### src/rtl/emu_clk_tstep.sv
`default_nettype none
// ============================================================================
// Module   : emu_clk_tstep
// Brief    : Emulator time-step controller. Produces a half-rate emulator
//            clock from the 2x clock and grants, once per emulator cycle, the
//            smallest requested time step. Accumulates emulated time with
//            saturation. Stalls when a stop-time threshold is reached.
// Revision : 1.0 - initial release
// ============================================================================
module emu_clk_tstep #(
  parameter int N_REQ      = 2,
  parameter int DT_WIDTH   = 27,
  parameter int TIME_WIDTH = 39
) (
  input  logic                      emu_clk_2x,
  input  logic                      emu_rst_n,
  input  logic [N_REQ*DT_WIDTH-1:0] dt_req,
  input  logic [TIME_WIDTH-1:0]     emu_dec_thr,
  input  logic                      emu_dec_en,
  output logic                      emu_clk,
  output logic                      emu_tick,
  output logic [DT_WIDTH-1:0]       emu_dt,
  output logic [TIME_WIDTH-1:0]     emu_time,
  output logic                      emu_stalled
);

  // Arithmetic width: one bit above the wider of step and time, so the sum of
  // time and step can never wrap before the saturation check sees it.
  localparam int SUM_W = ((DT_WIDTH > TIME_WIDTH) ? DT_WIDTH : TIME_WIDTH) + 1;
  localparam logic [SUM_W-1:0] C_TIME_MAX =
    {{(SUM_W-TIME_WIDTH){1'b0}}, {TIME_WIDTH{1'b1}}};

  typedef enum logic [0:0] {
    ST_RUN   = 1'b0,
    ST_STALL = 1'b1
  } state_t;

  state_t                  state_q, state_d;
  logic                    phase_q, phase_d;
  logic                    tick_q,  tick_d;
  logic [DT_WIDTH-1:0]     dt_q,    dt_d;
  logic [TIME_WIDTH-1:0]   time_q,  time_d;

  logic [DT_WIDTH-1:0]     dt_min;
  logic                    at_thr;
  logic [SUM_W-1:0]        time_ext;
  logic [SUM_W-1:0]        thr_ext;
  logic [SUM_W-1:0]        room_ext;
  logic [SUM_W-1:0]        step_ext;
  logic [SUM_W-1:0]        sum_ext;
  logic [DT_WIDTH-1:0]     dt_step;
  logic [TIME_WIDTH-1:0]   time_step;

  // Smallest request wins; strict compare keeps the lowest index on ties.
  always_comb begin
    dt_min = dt_req[0 +: DT_WIDTH];
    for (int i = 1; i < N_REQ; i++) begin
      if (dt_req[i*DT_WIDTH +: DT_WIDTH] < dt_min) begin
        dt_min = dt_req[i*DT_WIDTH +: DT_WIDTH];
      end
    end
  end

  // Candidate step: clamp to the remaining distance to the threshold and
  // add to time with saturation. The distance is forced to zero whenever
  // time is already at or past the threshold, so it is never negative.
  always_comb begin
    time_ext = {{(SUM_W-TIME_WIDTH){1'b0}}, time_q};
    thr_ext  = {{(SUM_W-TIME_WIDTH){1'b0}}, emu_dec_thr};
    at_thr   = emu_dec_en && (time_q >= emu_dec_thr);
    room_ext = (emu_dec_thr > time_q) ? (thr_ext - time_ext) : '0;
    step_ext = {{(SUM_W-DT_WIDTH){1'b0}}, dt_min};
    if (emu_dec_en && (step_ext > room_ext)) begin
      step_ext = room_ext;
    end
    sum_ext   = time_ext + step_ext;
    dt_step   = step_ext[DT_WIDTH-1:0];
    time_step = (sum_ext > C_TIME_MAX) ? {TIME_WIDTH{1'b1}}
                                       : sum_ext[TIME_WIDTH-1:0];
  end

  // Next-state and output-register logic for the RUN/STALL machine.
  always_comb begin
    state_d = state_q;
    phase_d = 1'b0;
    tick_d  = 1'b0;
    dt_d    = dt_q;
    time_d  = time_q;
    case (state_q)
      ST_RUN: begin
        if (phase_q) begin
          // Second half of the emulator cycle: just drop the clock.
          phase_d = 1'b0;
        end else if (at_thr) begin
          state_d = ST_STALL;
          dt_d    = '0;
        end else begin
          // Commit: a zero step still produces a tick and a clock edge.
          phase_d = 1'b1;
          tick_d  = 1'b1;
          dt_d    = dt_step;
          time_d  = time_step;
        end
      end
      ST_STALL: begin
        dt_d = '0;
        if (!emu_dec_en || (emu_dec_thr > time_q)) begin
          state_d = ST_RUN;
        end
      end
      default: begin
        state_d = ST_RUN;
      end
    endcase
  end

  // State and output registers; reset abandons any step in flight.
  always_ff @(posedge emu_clk_2x or negedge emu_rst_n) begin
    if (!emu_rst_n) begin
      state_q <= ST_RUN;
      phase_q <= 1'b0;
      tick_q  <= 1'b0;
      dt_q    <= '0;
      time_q  <= '0;
    end else begin
      state_q <= state_d;
      phase_q <= phase_d;
      tick_q  <= tick_d;
      dt_q    <= dt_d;
      time_q  <= time_d;
    end
  end

  assign emu_clk     = phase_q;
  assign emu_tick    = tick_q;
  assign emu_dt      = dt_q;
  assign emu_time    = time_q;
  assign emu_stalled = (state_q == ST_STALL);

endmodule
`default_nettype wire

### config.mk
export PLATFORM = sky130hd
export DESIGN_NAME = emu_clk_tstep
export DESIGN_NICKNAME = d
export VERILOG_FILES = /design/src/rtl/emu_clk_tstep.sv
export SDC_FILE = /design/constraint.sdc
export NUM_CORES = 1
export LEC_CHECK = 0
export CAP_MARGIN = 20
export CORE_MARGIN = 2
export CORE_UTILIZATION = 40
export CTS_CLUSTER_DIAMETER = 100
export DETAILED_ROUTE_END_ITERATION = 16
export DONT_BUFFER_PORTS = 1
export SLEW_MARGIN = 15
export SYNTH_ARGS = -nofsm -noshare
export SYNTH_HDL_FRONTEND = slang
export SYNTH_SLANG_ARGS = --single-unit
### constraint.sdc
create_clock -name emu_clk_2x -period 8.5 [get_ports emu_clk_2x]
set_clock_uncertainty 0.2 [all_clocks]
set_input_delay 1.275 -clock emu_clk_2x [delete_from_list [all_inputs] [get_ports emu_clk_2x]]
set_output_delay 1.275 -clock emu_clk_2x [all_outputs]
set_load 0.02 [all_outputs]
* After elaboration in Yosys (flattened, before gate mapping)
Index checks and enable logic that the tools add are counted.
** Operators by class
- Add/sub/neg operators :: 2
- $lt $le $gt $ge :: 5
- Equal/unequal tests :: 1
- Mux-type cells :: 14
- Bitwise gates (word level) :: 3
- Reductions and logical operators :: 5
** Operators by type and width (number)
- two-way mux 27 bit :: 3
- two-way mux 40 bit :: 2
- case mux 27 bit (2 select lines) :: 1
- adder 39 x 40 -> 40 bit :: 1
- greater-than comparator 27 x 40 -> 1 bit :: 1
- greater-than comparator 40 x 39 -> 1 bit, second input constant :: 1
- subtractor 39 x 39 -> 40 bit :: 1
- >= comparator 39 bit :: 1
- greater-than comparator 39 bit :: 1
- two-way mux 39 bit :: 1
- less-than comparator 27 bit :: 1
- two-way mux 1 bit :: 6
- inverter 1 bit :: 3
- AND reduction 3 bit :: 1
- logical AND 1 bit :: 2
- != test 2 bit, second input constant :: 1
- case mux 1 bit (2 select lines) :: 1
- zero test 1 bit :: 1
- logical OR 1 bit :: 1
** Word-level totals
- Bits of input ports :: 96
- Output and inout bits :: 69
- Logic and storage cells :: 34
- Bits in registers :: 68

* Logic depth before layout (Yosys ltp)
Gate-level depths: netlist (run 1).
- Depth in word-level cells :: 8
- Mapped depth :: 41

* Worst setup path before layout (run 1)
No wires, ideal clock.
- Path type :: input to register
- From :: input port emu_dec_thr[0]
- To :: register time_q[36] (netlist: emu_time[36])
- Data required time :: 8.174 ns
- Stages :: 39
- Buffers on the path :: 4
- Path slack :: -0.346 ns
- Arrival :: 8.520 ns
- Path through :: inv_1 > ha_1 > inv_1 > fa_1 > a211oi_1 > o21bai_1 > o211a_1 > o211a_1 > o21bai_1 > a21oi_1 > o21a_1 > buf_2 > buf_1 > nand2_1 > ha_1 > a21oi_1 > a21o_1 > a21boi_0 > [... 3 more ...] > nand4_1 > nor4_1 > a41oi_1 > buf_2 > buf_4 > mux2i_1 > ha_1 > fa_1 > a21o_1 > a21oi_1 > nor3_1 > o211ai_1 > a21oi_1 > a211oi_1 > o41ai_1 > a221oi_1 > nor3_1 > o32a_1
** Between the ends
- Word-level cells in the longest chain between the ends :: 8
** RTL lines
- start, declared :: RTL line 18 : input logic [TIME_WIDTH-1:0] emu_dec_thr,
- subtractor 39 x 39 -> 40 bit / greater-than comparator 39 bit (equally long branches) :: RTL line 71 : room_ext = (emu_dec_thr > time_q) ? (thr_ext - time_ext) : '0;
- two-way mux 40 bit :: RTL line 71
- greater-than comparator 27 x 40 -> 1 bit :: RTL line 73 : if (emu_dec_en && (step_ext > room_ext)) begin
- logical AND 1 bit :: RTL line 73
- two-way mux 40 bit :: RTL line 73
- adder 39 x 40 -> 40 bit :: RTL line 76 : sum_ext = time_ext + step_ext;
- greater-than comparator 40 x 39 -> 1 bit :: RTL line 78 : time_step = (sum_ext > C_TIME_MAX) ? {TIME_WIDTH{1'b1}}
- two-way mux 39 bit :: RTL line 78
- end signal, assigned :: RTL line 130 : time_q <= time_d;
- end, declared :: RTL line 42 : logic [TIME_WIDTH-1:0] time_q, time_d;
Several ways; a longest one is shown, not always the timed one.
A chain may end at the register's enable or synchronous reset.

* Worst setup path after layout (run 1)
- From :: input port dt_req[23]
- To :: register time_q[14] (netlist: emu_time[14])
** Between the ends
- Word-level cells in the longest chain between the ends :: 8
** RTL lines
- start, declared :: RTL line 17 : input logic [N_REQ*DT_WIDTH-1:0] dt_req,
- less-than comparator 27 bit :: RTL line 58 : if (dt_req[i*DT_WIDTH +: DT_WIDTH] < dt_min) begin
- two-way mux 27 bit * :: RTL line 58
- greater-than comparator 27 x 40 -> 1 bit :: RTL line 73
- logical AND 1 bit :: RTL line 73
- two-way mux 40 bit * :: RTL line 73
- adder 39 x 40 -> 40 bit * :: RTL line 76
- greater-than comparator 40 x 39 -> 1 bit :: RTL line 78
- two-way mux 39 bit * :: RTL line 78
Every way passes the cells marked *; elsewhere a longest branch is shown, timed or not.

==> metrics.txt, run 1 <==
status=finished, final reports clean; most common cell in the netlist=ha_1; Crit. End Element=flop; Final Hold Fails=0; # port buffers=0; ys flop type=dfrtp_1; Slew @ Worst Pin=0.892 ns; clock latency on the worst-skew pair=0.35 ns; hold_buf cts=0; vias per cell=5.75; critical path class=in -> reg; Hold Crit Class=reg -> reg; dpl hpwl=27,500 um; placed cell areas=11,800 um2; sequential area share after synthesis=17.6%; first-pass GRT wire length=53,000 um; number of synthesized flops with an enable pin=0; Slew headroom=40.4%; Synth top cells by count=ha_1, inv_1, nand2_1; Root Driver=clkbuf_16; post-layout util=56.6%; Final Max Slew Viols=0; Synth-to-Final Area Change=38.0%; CTS tree=built; initial antenna violation count=0; crit path DAT=8.49 ns; post-route cell area=13,400 um2; wire per inst=19.9 um; DP Worst Slack=-0.662 ns; Pwr per Cell Area=331 nW/um2; Hold WS=0.400 ns; final wirelength=36,000 um; Post-synth ARST share=100%; largest net degree at the start of global routing=69; vias after detailed routing=10,400; max frequency=118 MHz; die area=25,400 um2; Unique masters post-synth=78; Core ar.=23,600 um2; chip height=160 um; Nets=1,713; ANT cells=0; Crit-path slowest cell=a2111o_2; top-area cell type share of the netlist area=17.6%; Tcrit/Tclk final=99.7%; die width=160 um; cts bufs inserted=9; Final ANT Viol Nets=0; VDD IR max=0.147 mV; Pwr Total=4.41 mW; DR DRC count=0; Setup Viol. Count Final=0; slowest stage delay, CP=0.60 ns; layout cells sized above 1=29.9%; R2R cell count=36; Overflow after GRT=0; Critical Path Fanout Max=8; WP data required=8.51 ns; maxcap violations=0; #FFs+latches synth=68; Mapped Avg Cell Area=7.79 um2; number of detailed-route iterations in the first pass=5; Synth area leader=dfrtp_1; fin worst setup slack=0.0244 ns; Pleak=6.29 nW; hold depth=2; Worst-path clk slew=0.06 ns; gpl congestion=0.950; CTS sink cnt=68; H-tree levels=3; Clock Tree Buf Depth=2; vias in the first global route=9,892; synthesis warning total=0; initial cell density of the core=41.0%; All-Layer GR Usage=25.9%; kind of start point of the critical path=input pin; boundary pin count=165; Period minus WS final=8.48 ns; unrepaired setup endpoints after global routing=true; top cells by area, synth=dfrtp_1, ha_1, a21oi_1; area of the mapped netlist=9670 um2; Mapped Cells=1,242; Initial DRC Count=814; site row count=56
[what timing repair did]
action	in CTS	in global routing
resized for setup	25	125
endpoints found under the setup margin	39	39
pin swaps	9	57
setup buffers	3	21
cloned	0	8
[sequential cells by signal (all words and copies together), names as in the netlist]
register	flops
emu_time	39
emu_tick	1
emu_stalled	1
emu_dt	27
[where the power goes]
part	switching, mW	total (mW)	internal, mW	leakage (nW)
logic	1.71	3.31	1.60	5.35
registers	0.225	0.642	0.417	0.774
clock network	0.165	0.460	0.295	0.169
[layout by cell type (no fill, tap or decap), drive strengths merged, types with 4 or more instances in the layout]
| master | Yosys | layout |
|---|---|---|
| a211o | 4 | 4 |
| a211oi | 11 | 11 |
| a21boi | 6 | 6 |
| a21o | 41 | 41 |
| a21oi | 94 | 94 |
| a221oi | 4 | 4 |
| a22oi | 4 | 4 |
| a2bb2oi | 36 | 36 |
| a31oi | 6 | 6 |
| and2 | 5 | 5 |
| and3 | 10 | 10 |
| buf | 32 | 273 |
| clkbuf | 29 | 16 |
| clkinv | 1 | 4 |
| conb | 1 | 12 |
| dfrtp | 68 | 68 |
| ha | 133 | 133 |
| inv | 114 | 113 |
| mux2 | 22 | 22 |
| mux2i | 30 | 30 |
| nand2 | 114 | 114 |
| nand2b | 15 | 15 |
| nand3 | 44 | 44 |
| nand4 | 33 | 33 |
| nor2 | 68 | 68 |
| nor2b | 11 | 11 |
| nor3 | 25 | 25 |
| nor4 | 7 | 7 |
| o211ai | 35 | 35 |
| o21a | 15 | 15 |
| o21ai | 61 | 61 |
| o21bai | 16 | 16 |
| o311ai | 27 | 27 |
| o31ai | 5 | 5 |
| or2 | 5 | 5 |
| or4 | 4 | 4 |
| xnor2 | 36 | 36 |
| xor2 | 28 | 28 |
[cell type report]
type,instances,area (um2)
fill,2129,10300
multi-input combinational,1009,8150
timing repair buffer,279,2310
sequential,68,1700
inverter,115,444
tap,319,399
clock buffer,10,239
clock inverter,6,111
[worst paths after layout]
check | start | end | slack (ns)
max reg2reg | emu_time[35] | emu_time[14] | 0.43
min | emu_time[1] | emu_time[1] | 0.40
min in group asynchronous | emu_rst_n | emu_time[8] | 0.41
min reg2reg | emu_time[1] | emu_time[1] | 0.40
max in group asynchronous | emu_rst_n | emu_stalled | 7.55
max | dt_req[23] | emu_time[14] | 0.02
[worst max-delay path: cells and delay by family]
| kind | cells | cell delay (ns) |
|---|---|---|
| fa+ha+maj | 3 | 0.74 |
| buf+inv | 8 | 1.23 |
| simple gates | 6 | 1.47 |
| compound gates | 16 | 3.21 |
| mux | 2 | 0.53 |
[cells by family after synthesis]
group,count (synthesis),share of synthesized area [%]
flip-flops,68,17.6
adder cells (fa/ha/maj),135,17.6
XOR/XNOR,64,5.79
AO/OA/AOI/OAI,397,28.6
multiplexers,52,5.66
AND/OR/NAND/NOR,349,17.3
other,1,0.0388
buffers and inverters,176,7.45
[layer usage]
| metal | part of all wire (%) | track usage [%] | vias to the layer above |
|---|---|---|---|
| met5 | 0 | 0 | - |
| met4 | 2.6 | 7.31 | 0 |
| met3 | 8.8 | 6.72 | 49 |
| met2 | 44 | 39.9 | 402 |
| met1 | 45 | 35.6 | 4888 |
| li1 | - | - | 5052 |
[metrics by stage]
stage | TNS (ns) | instances
2_1_floorplan | 0 | 1253
3_3_place_gp | -15.69 | 1759
3_5_place_dp | -24.59 | 1759
4_1_cts | 0 | 1778
5_1_grt | -7.48 | 1806
6_report | 0 | 1806
No activity file was read; power rests on OpenSTA's default activity.
==> inputs of run 2 (changes only) <==
--- a/config.mk
+++ b/config.mk
@@ -7,7 +7,7 @@
 export LEC_CHECK = 0
 export CAP_MARGIN = 20
 export CORE_MARGIN = 2
-export CORE_UTILIZATION = 40
+export CORE_UTILIZATION = 26
 export CTS_CLUSTER_DIAMETER = 100
 export DETAILED_ROUTE_END_ITERATION = 16
 export DONT_BUFFER_PORTS = 1
==> run 2 against run 1 <==
The flow now finishes with violations (negative setup slack). Non-clock buffer count grew 67. Wire length grew 9.4%. Sequential share of layout area shrank 0.61 points. Worst setup slack lost 0.043 ns. Fmax shrank 0.50%. Critical path type unchanged. Sequential power shrank 6.7%. Core utilization shrank 18 points. Global-route usage shrank 6.8 points. First-iteration DRC count shrank 7.0%. Via count grew 2.4%. Die area grew 52%.
==> metrics.txt, run 2 (synthesis gave the netlist of run 1 again) <==
Slew headroom=38.2%; unrepaired setup endpoints after global routing=true; dpl hpwl=31,400 um; DP Worst Slack=-0.893 ns; crit path DAT=8.53 ns; die area=38,800 um2; Final ANT Viol Nets=0; chip height=197 um; slowest stage delay, CP=0.56 ns; Worst-path clk slew=0.06 ns; CTS tree=built; kind of start point of the critical path=input pin; die width=197 um; fin worst setup slack=-0.0184 ns; max frequency=117 MHz; initial antenna violation count=10; Final Hold Fails=0; max reg flops=39; Final Max Slew Viols=0; number of detailed-route iterations in the first pass=6; commonest non-fill, non-tap cell in the layout=buf_4; Pleak=6.59 nW; most frequent cells in the layout=buf_4, inv_1, ha_1; site row count=70; Tcrit/Tclk final=100%; largest net degree at the start of global routing=69; vias after detailed routing=10,600; Crit-path slowest cell=or4_4; maxcap violations=0; critical path class=in -> reg; Clock Tree Buf Depth=2; boundary pin count=165; Initial DRC Count=757; initial cell density of the core=26.4%; Slew @ Worst Pin=0.924 ns; gpl congestion=0.942; status=finished, violations left; Critical Path Fanout Max=8; Setup Total Neg Slack=-0.144 ns; WP data required=8.51 ns; vias in the first global route=10,300; Overflow after GRT=0; Nets=1,780; layout cells sized above 1=31.9%; Period minus WS final=8.52 ns; hold_buf cts=0; H-tree levels=3; Pwr per Cell Area=325 nW/um2; CTS sink cnt=68; Hold Crit Class=reg -> reg; DR DRC count=0; Synth-to-Final Area Change=44.9%; first-pass GRT wire length=57,200 um; clock latency on the worst-skew pair=0.36 ns; Root Driver=clkbuf_16; wire per inst=19.4 um; cts bufs inserted=9; Crit. End Element=flop; VDD IR max=0.141 mV; All-Layer GR Usage=19.0%; Setup Viol. Count Final=17; vias per cell=5.26; # port buffers=0; failing checks=negative setup slack; final wirelength=39,400 um; Core ar.=36,600 um2
==> run 2: where the power goes <==
| part | total [mW] | internal [mW] | switching [mW] |
|---|---|---|---|
| Combinational | 3.55 | 1.73 | 1.82 |
| Clock | 0.403 | 0.243 | 0.160 |
| Sequential | 0.599 | 0.417 | 0.182 |
==> run 2: final timing paths <==
path	slack, ns	depth (start not counted)	end	startpoint
setup / recovery	-0.02	36	emu_time[17]	dt_req[23]
setup reg to reg	0.43	36	emu_time[17]	emu_time[35]
hold reg to reg	0.35	2	emu_time[24]	emu_time[24]
min in group asynchronous	0.41	0	emu_dt[8]	emu_rst_n
max in group asynchronous	7.56	0	emu_time[10]	emu_rst_n
hold / removal	0.35	2	emu_time[24]	emu_time[24]
==> run 2: critical path, delay by kind of cell <==
kind | cells | cell delay, ns
AO/OA/AOI/OAI | 15 | 3.19
adder cells (fa/ha/maj) | 3 | 0.75
buffers and inverters | 9 | 1.35
multiplexers | 2 | 0.52
AND/OR/NAND/NOR | 7 | 1.42
==> run 2: metal layers <==
metal | up-vias | global-route usage, % | wire [um] | part of all wire, %
li1 | 5188 | - | - | -
met1 | 5086 | 24.8 | 17000 | 43
met2 | 287 | 30.0 | 17900 | 45
met3 | 65 | 5.95 | 3410 | 8.7
met4 | 16 | 5.96 | 982 | 2.5
met5 | - | 0 | 100 | 0.25
==> run 2: stage by stage <==
step	power [mW]	cell area, um2	instances	hold WS [ns]	utilization [%]
after floorplan	2.46	9760	1253	0.411	-
after global placement	3.75	12500	1976	0.332	34.1
after detailed placement	3.78	12500	1976	0.342	34.1
after CTS	4.25	13000	1998	0.351	35.5
after global routing	4.90	14000	2022	0.377	38.3
final	4.55	14000	2024	0.348	38.3
==> run 2: layout make-up <==
class	instances	area, um2
Antenna cell	2	5.00
Clock buffer	11	253
Clock inverter	5	58.8
Fill cell	3636	22600
Inverter	115	444
Multi-Input combinational cell	1009	8100
Sequential cell	68	1700
Tap cell	468	586
Timing Repair Buffer	346	2880
==> run 2: repair_timing <==
| item | in CTS | in global routing |
|---|---|---|
| hold endpoints to repair | 0 | 0 |
| endpoints found under the setup margin | 39 | 39 |
| buffers inserted | 6 | 14 |
| cloned | 0 | 11 |
| gates resized for setup | 27 | 124 |
| pin swaps | 11 | 41 |
==> inputs of run 3 (changes only) <==
==> constraint.sdc (replaced) <==
create_clock -name emu_clk_2x -period 8.4 [get_ports emu_clk_2x]
set_clock_uncertainty 0.2 [all_clocks]
set_input_delay 1.26 -clock emu_clk_2x [delete_from_list [all_inputs] [get_ports emu_clk_2x]]
set_output_delay 1.26 -clock emu_clk_2x [all_outputs]
set_load 0.02 [all_outputs]
==> run 3 against run 2 <==
Cell count grew 0.74%. Flip-flop and latch count unchanged. Sequential power fell by 2%. Core utilization grew 0.16 points. Worst setup slack about the same. The flow still finishes with violations (negative setup slack). Combinational power is 2% higher. Clock power increased by 4%. Power grew 1.7%. Critical path type unchanged.
==> metrics.txt, run 3 (synthesis gave the netlist of run 1 again) <==
Final ANT Viol Nets=0; dpl hpwl=31,800 um; max reg flops=39; unrepaired setup endpoints after global routing=true; most frequent cells in the layout=buf_4, ha_1, inv_1; layout cells sized above 1=32.8%; max frequency=119 MHz; WP data required=8.41 ns; Psw=2.18 mW; Period minus WS final=8.42 ns; Hold Crit Class=reg -> reg; Core ar.=36,600 um2; number of detailed-route iterations in the first pass=5; final non-filler cell total=2,039; Final Hold Fails=0; DP Worst Slack=-0.844 ns; Pwr Total=4.63 mW; VDD IR max=0.109 mV; All-Layer GR Usage=19.1%; H-tree levels=3; site row count=70; boundary pin count=165; # port buffers=0; post-route cell area=14,100 um2; Setup Viol. Count Final=17; maxcap violations=0; wire per inst=19.5 um; vias in the first global route=10,300; commonest non-fill, non-tap cell in the layout=buf_4; failing checks=negative setup slack; first-pass GRT wire length=57,200 um; vias after detailed routing=10,600; die width=197 um; crit path DAT=8.42 ns; largest net degree at the start of global routing=69; Synth-to-Final Area Change=45.6%; combinational share of power=78.3%; kind of start point of the critical path=input pin; placed cell areas=12,700 um2; initial cell density of the core=26.4%; CTS tree=built; Slew @ Worst Pin=0.864 ns; Pwr per Cell Area=329 nW/um2; CTS sink cnt=68; Root Driver=clkbuf_16; die area=38,800 um2; status=finished, violations left; Nets=1,797; Flop pwr share=12.7%; Slew headroom=42.2%; Crit. End Element=flop; fill count=3,688; cts bufs inserted=9; Critical Path Fanout Max=15; Worst-path clk slew=0.06 ns; Crit-path slowest cell=a2111o_2; post-layout util=38.5%; fin worst setup slack=-0.0182 ns; switching part of the total=47.1%; clock power share=9.0%; Internal Dissipation=2.45 mW; gpl congestion=0.936; Overflow after GRT=0; Final Max Slew Viols=0; critical path class=in -> reg; chip height=197 um; initial antenna violation count=11; Hold WS=0.351 ns; Initial DRC Count=742; Setup Total Neg Slack=-0.0677 ns; clock latency on the worst-skew pair=0.36 ns; final wirelength=39,800 um; Clock Tree Buf Depth=2; slowest stage delay, CP=0.38 ns; vias per cell=5.20; DR DRC count=0; Pleak=6.66 nW; Tcrit/Tclk final=100%; Cells after DPL=2,001
[run 3: changes by cell type in the layout (fill, tap and decap cells not counted), moves of 3 or more]
| cell | delta |
|---|---|
| mux2_4 | -6 |
| nand2_4 | +3 |
| buf_4 | +17 |
| o21ai_0 | +3 |
| nand3_2 | +3 |
| nand2_2 | +4 |
| nand3_1 | -3 |
| a21oi_2 | -3 |
| a21oi_4 | +3 |
| nand2_1 | -6 |
| mux2i_2 | +3 |
| ha_1 | +4 |
| mux2_2 | +6 |
[run 3: power by group through the flow]
stage / logic [mW] / registers [mW] / clock network [mW]
after CTS: 3.33 / 0.587 / 0.427
final: 3.63 / 0.587 / 0.418
after detailed placement: 3.27 / 0.593 / 0
after global routing: 3.92 / 0.603 / 0.435
after global placement: 3.24 / 0.590 / 0
after floorplan: 1.89 / 0.611 / 0
[run 3: layer usage]
metal,track usage (%),vias to the layer above,share of wire [%]
met5,0,-,0.27
met2,30.5,309,45
met1,24.3,4969,44
met3,6.16,69,8.2
li1,-,5230,-
met4,5.99,18,2.7
[run 3: area by class of cell]
type	count	area [um2]	share of cell area [%]
clock inverter	1	30.0	0.213
clock buffer	13	280	1.99
antenna	2	5.00	0.0355
multi-input combinational	1009	8050	57.2
sequential	68	1700	12.1
inverter	115	444	3.15
timing repair buffer	363	2980	21.2
tap	468	586	4.16
[run 3: repair_timing]
action,CTS,global route
gates resized for setup,27,121
hold buffers,0,0
setup buffers,4,13
endpoints found under the setup margin,39,39
gates cloned,0,8
pin swaps,11,42
[run 3: critical path, delay by kind of cell]
family / cells / cell delay [ns]
adder cells (fa/ha/maj): 3 / 0.77
AND/OR/NAND/NOR: 6 / 1.19
buffers and inverters: 7 / 1.03
multiplexers: 2 / 0.57
AO/OA/AOI/OAI: 18 / 3.54
[run 3: path summary, 6_finish.rpt]
check | start | endpoint | slack (ns) | cells past startpoint
max in group asynchronous | emu_rst_n | emu_dt[5] | 7.45 | 0
setup reg to reg | emu_time[8] | emu_time[28] | 0.26 | 37
setup / recovery | dt_req[1] | emu_time[28] | -0.02 | 36
hold / removal | emu_time[6] | emu_time[6] | 0.35 | 2
min in group asynchronous | emu_rst_n | emu_dt[10] | 0.40 | 0
hold reg to reg | emu_time[6] | emu_time[6] | 0.35 | 2
